<file path="config.mk">
export PLATFORM = sky130hd
export DESIGN_NAME = uart_tx_core
export DESIGN_NICKNAME = d
export VERILOG_FILES = /design/src/rtl/uart_tx_core.sv
export SDC_FILE = /design/constraint.sdc
export NUM_CORES = 1
export LEC_CHECK = 0
export BUFFER_PORTS_ARGS = -buffer_cell sky130_fd_sc_hd__clkbuf_2
export CAP_MARGIN = 0
export CORE_MARGIN = 5
export CORE_UTILIZATION = 55
export CTS_CLUSTER_SIZE = 20
export DETAILED_ROUTE_END_ITERATION = 10
export PLACE_DENSITY = 0.85
export SYNTH_ARGS = -nofsm -noshare
export SYNTH_HDL_FRONTEND = slang
export SYNTH_SLANG_ARGS = --single-unit
</file>
<file path="constraint.sdc">
create_clock -name CLK -period 2.07 [get_ports CLK]
set_input_delay 0.1035 -clock CLK [delete_from_list [all_inputs] [get_ports CLK]]
set_output_delay 0.1035 -clock CLK [all_outputs]
set_load 0.03 [all_outputs]
</file>
<file path="src/rtl/uart_tx_core.sv">
`default_nettype none
// ============================================================================
// Module   : uart_tx_core
// Brief    : UART transmitter. Serialises a latched byte as start bit, data
//            bits LSB-first, optional even/odd parity bit, then stop bit.
//            CLK runs at the bit rate (one cycle per bit).
// Revision : 1.0 - initial release
// ============================================================================
module uart_tx_core #(
  parameter int DATA_WIDTH = 8
) (
  input  logic                  CLK,
  input  logic                  RST,
  input  logic [DATA_WIDTH-1:0] P_DATA,
  input  logic                  DATA_VALID,
  input  logic                  PAR_EN,
  input  logic                  PAR_TYP,
  output logic                  TX_OUT,
  output logic                  BUSY
);

  localparam int CNT_W = $clog2(DATA_WIDTH) + 1;
  localparam logic [CNT_W-1:0] LAST_BIT = CNT_W'(DATA_WIDTH - 1);

  typedef enum logic [2:0] {
    IDLE   = 3'd0,
    START  = 3'd1,
    DATA   = 3'd2,
    PARITY = 3'd3,
    STOP   = 3'd4
  } state_t;

  state_t                state, state_nxt;
  logic                  tx_nxt, busy_nxt;
  logic [DATA_WIDTH-1:0] shift, shift_nxt;
  logic [CNT_W-1:0]      cnt, cnt_nxt;
  logic                  par_en_q, par_en_nxt;
  logic                  par_bit, par_bit_nxt;

  // State, line and datapath registers; reset aborts any frame in progress.
  always_ff @(posedge CLK or negedge RST) begin
    if (!RST) begin
      state    <= IDLE;
      TX_OUT   <= 1'b1;
      BUSY     <= 1'b0;
      shift    <= '0;
      cnt      <= '0;
      par_en_q <= 1'b0;
      par_bit  <= 1'b0;
    end else begin
      state    <= state_nxt;
      TX_OUT   <= tx_nxt;
      BUSY     <= busy_nxt;
      shift    <= shift_nxt;
      cnt      <= cnt_nxt;
      par_en_q <= par_en_nxt;
      par_bit  <= par_bit_nxt;
    end
  end

  // Next-state, next line value and datapath updates; the line value is
  // computed one edge ahead so TX_OUT comes straight from a flop.
  always_comb begin
    state_nxt   = state;
    tx_nxt      = TX_OUT;
    busy_nxt    = BUSY;
    shift_nxt   = shift;
    cnt_nxt     = cnt;
    par_en_nxt  = par_en_q;
    par_bit_nxt = par_bit;

    case (state)
      IDLE, STOP: begin
        if (DATA_VALID) begin
          // Accept: latch the frame configuration and drive the start bit.
          shift_nxt   = P_DATA;
          par_en_nxt  = PAR_EN;
          par_bit_nxt = (^P_DATA) ^ PAR_TYP;
          state_nxt   = START;
          tx_nxt      = 1'b0;
          busy_nxt    = 1'b1;
        end else begin
          state_nxt = IDLE;
          tx_nxt    = 1'b1;
          busy_nxt  = 1'b0;
        end
      end

      START: begin
        state_nxt = DATA;
        tx_nxt    = shift[0];
        shift_nxt = shift >> 1;
        cnt_nxt   = '0;
      end

      DATA: begin
        if (cnt == LAST_BIT) begin
          if (par_en_q) begin
            state_nxt = PARITY;
            tx_nxt    = par_bit;
          end else begin
            state_nxt = STOP;
            tx_nxt    = 1'b1;
          end
        end else begin
          tx_nxt    = shift[0];
          shift_nxt = shift >> 1;
          cnt_nxt   = cnt + CNT_W'(1);
        end
      end

      PARITY: begin
        state_nxt = STOP;
        tx_nxt    = 1'b1;
      end

      default: begin
        state_nxt = IDLE;
        tx_nxt    = 1'b1;
        busy_nxt  = 1'b0;
      end
    endcase
  end

endmodule
`default_nettype wire

</file>
=== Word-level counts from Yosys, hierarchy flattened ===
Cells that the tools add are included.

* Register bits: 19
* Input bits: 13
* Output and inout port bits: 2
* Logic and storage cells: 41

* Add/sub/neg operators: 1
* Equality and inequality tests: 8
* Mux-type cells: 15
* Bitwise operators: 1
* Reductions and logical operators: 9

{| class="wikitable"
|+ Operators with widths
! cell !! number
|-
| $pmux 8 s3 || 1
|-
| $mux 8 || 2
|-
| $pmux 3 s4 || 1
|-
| $pmux 4 s2 || 1
|-
| $reduce_xor 8->1 || 1
|-
| $eq 3x2->1 const B || 2
|-
| $mux 3 || 2
|-
| $ne 2x2->1 const B || 3
|-
| $mux 1 || 5
|-
| $add 4x1->4 const B || 1
|-
| $eq 4x3->1 const B || 1
|-
| $mux 4 || 1
|-
| $reduce_and 2->1 || 2
|-
| $eq 3x1->1 const B || 1
|-
| $eq 3x3->1 const B || 1
|-
| $logic_not 3->1 || 1
|-
| $pmux 1 s3 || 1
|-
| $reduce_and 3->1 || 1
|-
| $reduce_bool 3->1 || 1
|-
| $reduce_or 3->1 || 1
|-
| $pmux 1 s2 || 1
|-
| $reduce_bool 2->1 || 1
|-
| $reduce_or 2->1 || 1
|-
| $xor 1x1->1 || 1
|}

=== Depth between registers and ports, before layout ===
* Depth in word-level cells: 4
* Gate-level depth with buffers: 5
* Mapped depth without buffers: 5

=== Worst setup path after synthesis ===
No wires, ideal clock.

* Path type: register -> register
* From: reg state[1]
* To: reg shift[0]
* Library setup time: 0.125 ns
* Data arrival time: 1.537 ns
* Data required time: 1.945 ns
* Slack: 0.408 ns
* Stages on the path, launching flop included: 6
* Path buffers: 1
* Clock period less this slack: 1.662 ns
* Cell sequence: dfrtp_1 > buf_2 > nand2b_1 > a21oi_4 > mux2_2 > mux2_4

* Word-level cells in the longest chain between the ends: 4
* Elaborated cells on any way between the ends: 10
* Classes of those cells: eq/ne: 5; mux: 1; reduce/logical: 4

{| class="wikitable"
|+ RTL lines
! item !! line !! text
|-
| from (decl) || 33 || <nowiki>state_t state, state_nxt;</nowiki>
|-
| from (signal assigned) || 51 || <nowiki>state <= state_nxt;</nowiki>
|-
| $eq 3x3->1 or $logic_not 3->1 (tied branches) || 72 || <nowiki>case (state)</nowiki>
|-
| $reduce_or 2->1 || 72 ||
|-
| $ne 2x2->1 (no source line) or $reduce_bool 3->1 (tied branches) || -- ||
|-
| $reduce_and 3->1 (no source line) || -- ||
|-
| to (signal assigned) || 54 || <nowiki>shift <= shift_nxt;</nowiki>
|-
| to (decl) || 35 || <nowiki>logic [DATA_WIDTH-1:0] shift, shift_nxt;</nowiki>
|}

Parallel ways exist; a longest one is shown, timed or not.
A chain may end at the register's enable or synchronous reset.

=== Worst setup path after layout ===
* From: reg state[1]
* To: reg shift[2]

Same word-level chain as after synthesis.

==> reports/qor.json <==
{
  "grt_setup_unrepaired": "no",
  "synth_enable_flop_cells": 0,
  "die_h_um": 54.9,
  "max_slew_margin_pct": 64.3,
  "synth.net_count": 110,
  "routed_via_density": 5.71,
  "final_cell_count_no_fill": 140,
  "overflow": 0,
  "first_global_vias": 792,
  "postSynthRegisterBits": 19,
  "cts_inserted_buffers": 3,
  "fin_nets": 128,
  "grt_antenna_before_repair": 0,
  "top_level_ports": 15,
  "yosysUniqueCellTypes": 37,
  "cts_tree": "built",
  "wl_per_cell_um": 16.1,
  "power.share.clock_pct": 10.6,
  "dpl.hpwl_mm": 1.70,
  "die-width_um": 54.9,
  "maxClockFrequency_mhz": 526,
  "area_delta_synth_final_pct": 12.2,
  "antenna_violating_nets_post_route": 0,
  "netSwitchingPower_uw": 703,
  "setup_total_negative_slack_ns": 0,
  "num_vias": 799,
  "dr.first_iter.drc_count": 29,
  "n_antenna_cell": 0,
  "fin_crit_ns": 1.90,
  "synth.yosys.warnings": 0,
  "timing.clock.skew_ns": 0.00878,
  "portBuffers": 14,
  "final_max_slew_viol_count": 0,
  "dieArea_sq_mm": 0.00301,
  "hold_path.class": "in -> reg",
  "synth_top_cell_area_share_pct": 40.7,
  "synthTopCellsByCount": "dfrtp_1, mux2_2, mux2_4, o21ai_0, a21oi_1",
  "sequential_share_of_the_synthesized_area_pct": 43.1,
  "post-place-ws_ns": 0.222,
  "post_synth_top_area_cell": "dfrtp_1",
  "routabilityCongestion": 0.767,
  "critPathMaxFanout": 11,
  "power_report.internal_total_uw": 1110,
  "drt_wl_total_mm": 2.25,
  "final_worst_setup_slack_ns": 0.168,
  "arrival_ns": 2.09,
  "sequentialPowerShare_pct": 39.0,
  "total_routing_usage_reported_by_global_routing_pct": 17.4,
  "irDropWorstVdd_v": 0.00102,
  "synth_ff_type": "dfrtp_1",
  "start_util_pct": 57.0,
  "setup.reg_to_reg.worst_slack_ns": 0.17,
  "grt_pass1_wl_mm": 3.71,
  "synth_area_leaders": "dfrtp_1, mux2_4, mux2_2, o21ai_0, xnor2_1",
  "cp-start-kind": "flop",
  "placedCellCount": 135,
  "post_dp_cell_area_sq_mm": 0.00120,
  "critical_path.endpoint_type": "flop",
  "htree_levels": 1,
  "critical_path_required_ns": 2.26,
  "ctsRootBufferMaster": "clkbuf_4",
  "hold_viol": 0,
  "worst_setup_hold_path_clk_slew_ns": 0.12,
  "drive_above_1_share_pct": 34.5,
  "final_cycle_share_pct": 91.9,
  "syn_avg_cell_area_sq_um": 11.5,
  "async_flop_share_pct": 100,
  "combPwrFrac_pct": 50.4,
  "synth_most_common_cell": "dfrtp_1",
  "total_leakage_power_uw": 0.000556,
  "cell_rows": 16,
  "clock_latency_ns": 0.30,
  "drt_drc_violations_left": 0,
  "cts_max_path_buffers": 2,
  "area_of_the_mapped_netlist_sq_mm": 0.00111,
  "path_class": "reg -> reg",
  "run_status": "finished clean",
  "detail_route.first_pass.iterations": 5,
  "power.density_cell_area_mw_per_mm2": 1460,
  "synthesis.instances": 96,
  "maxCapViolCount": 0,
  "cts_resized": 0,
  "setup-violations-final": 0,
  "switching_fraction_pct": 38.8,
  "pin_count_of_the_biggest_net_entering_global_routing": 20,
  "design_area_sq_mm": 0.00124,
  "coreArea_sq_mm": 0.00194,
  "worst-slew-pin-transition_ns": 0.535,
  "clock_sinks": 19
}
layout make-up:
class	count	area (sq um)
sequential	19	477
fill	159	699
clock inverter	1	5.00
clock buffer	3	22.5
timing repair buffer	16	87.6
multi-input combinational	71	606
tap	27	33.8
inverter	3	11.3
power by group through the flow:
stage	sequential (uW)	combinational [uW]	clock, uW
finish	706	913	192
global route	725	991	215
CTS	703	915	194
detailed placement	711	908	0
global placement	692	867	0
floorplan	686	738	0
path summary, 6_finish.rpt:
check	startpoint	to	cells after the start
max in group asynchronous	RST	TX_OUT	2
worst max register to register	state[1]	shift[2]	4
worst max-delay path	state[1]	shift[2]	4
min in group asynchronous	RST	shift[0]	2
worst min-delay path	PAR_EN	par_en_q	2
worst min register to register	par_bit	par_bit	2
cells in the final DEF, fill, tap and decap left out, drive strengths merged:
| master | instances |
|---|---|
| a211oi | 1 |
| a21oi | 6 |
| a22oi | 1 |
| a31oi | 1 |
| and3b | 1 |
| buf | 1 |
| clkbuf | 17 |
| clkinv | 1 |
| dfrtp | 18 |
| dfstp | 1 |
| dlygate4sd3 | 1 |
| ha | 1 |
| inv | 3 |
| mux2 | 15 |
| mux2i | 1 |
| nand2 | 4 |
| nand2b | 4 |
| nand3b | 2 |
| nand4 | 1 |
| nor2 | 5 |
| nor2b | 2 |
| nor3 | 1 |
| nor4 | 2 |
| nor4b | 1 |
| o21a | 2 |
| o21ai | 10 |
| o22ai | 1 |
| o31ai | 1 |
| o41ai | 1 |
| xnor2 | 4 |
| xnor3 | 1 |
| xor2 | 2 |
cell families after synthesis:
| family | Yosys count | share of synthesized area, % |
|---|---|---|
| adders and majority gates | 1 | 1.13 |
| muxes | 16 | 18.5 |
| DFF | 19 | 43.1 |
| AOI/OAI and AO/OA | 24 | 14.0 |
| and+or+nand+nor | 23 | 14.2 |
| xor gates and xnor gates | 7 | 6.78 |
| buffers and inverters | 6 | 2.26 |
repair_timing:
action                                 in CTS  in global routing
setup buffers                               0                  0
hold buffers                                1                  0
endpoints found under the hold margin      18                  0
metrics by stage:
| stage | util, % | hold WS [ns] | power, uW |
|---|---|---|---|
| floorplan | - | -0.192 | 1420 |
| finish | 64.0 | 0.00535 | 1810 |
| global placement | 62.0 | 0.0791 | 1560 |
| detailed placement | 62.0 | 0.0853 | 1620 |
| global route | 64.0 | 0.0354 | 1930 |
| CTS | 64.0 | 0.00731 | 1810 |
worst max-delay path, stage by stage, from the launching register on:
cell and delay, ns:
dfrtp_1 0.55, nand2b_1 0.25, a21oi_4 0.34, mux2_2 0.39, mux2_4 0.26
sequential cells by signal (all words and copies together), names as in the netlist:
register / cells
TX_OUT: 1
par_bit: 1
BUSY: 1
cnt: 4
par_en_q: 1
state: 3
shift: 8
per-layer routing:
layer	vias to the layer above	wire length [um]	GRT usage (%)
met5	-	0	0
met4	0	22	4.98
met3	6	130	3.27
met2	41	1130	29.3
met1	373	964	22.3
li1	379	-	-
Power figures use the tool's default switching activity.
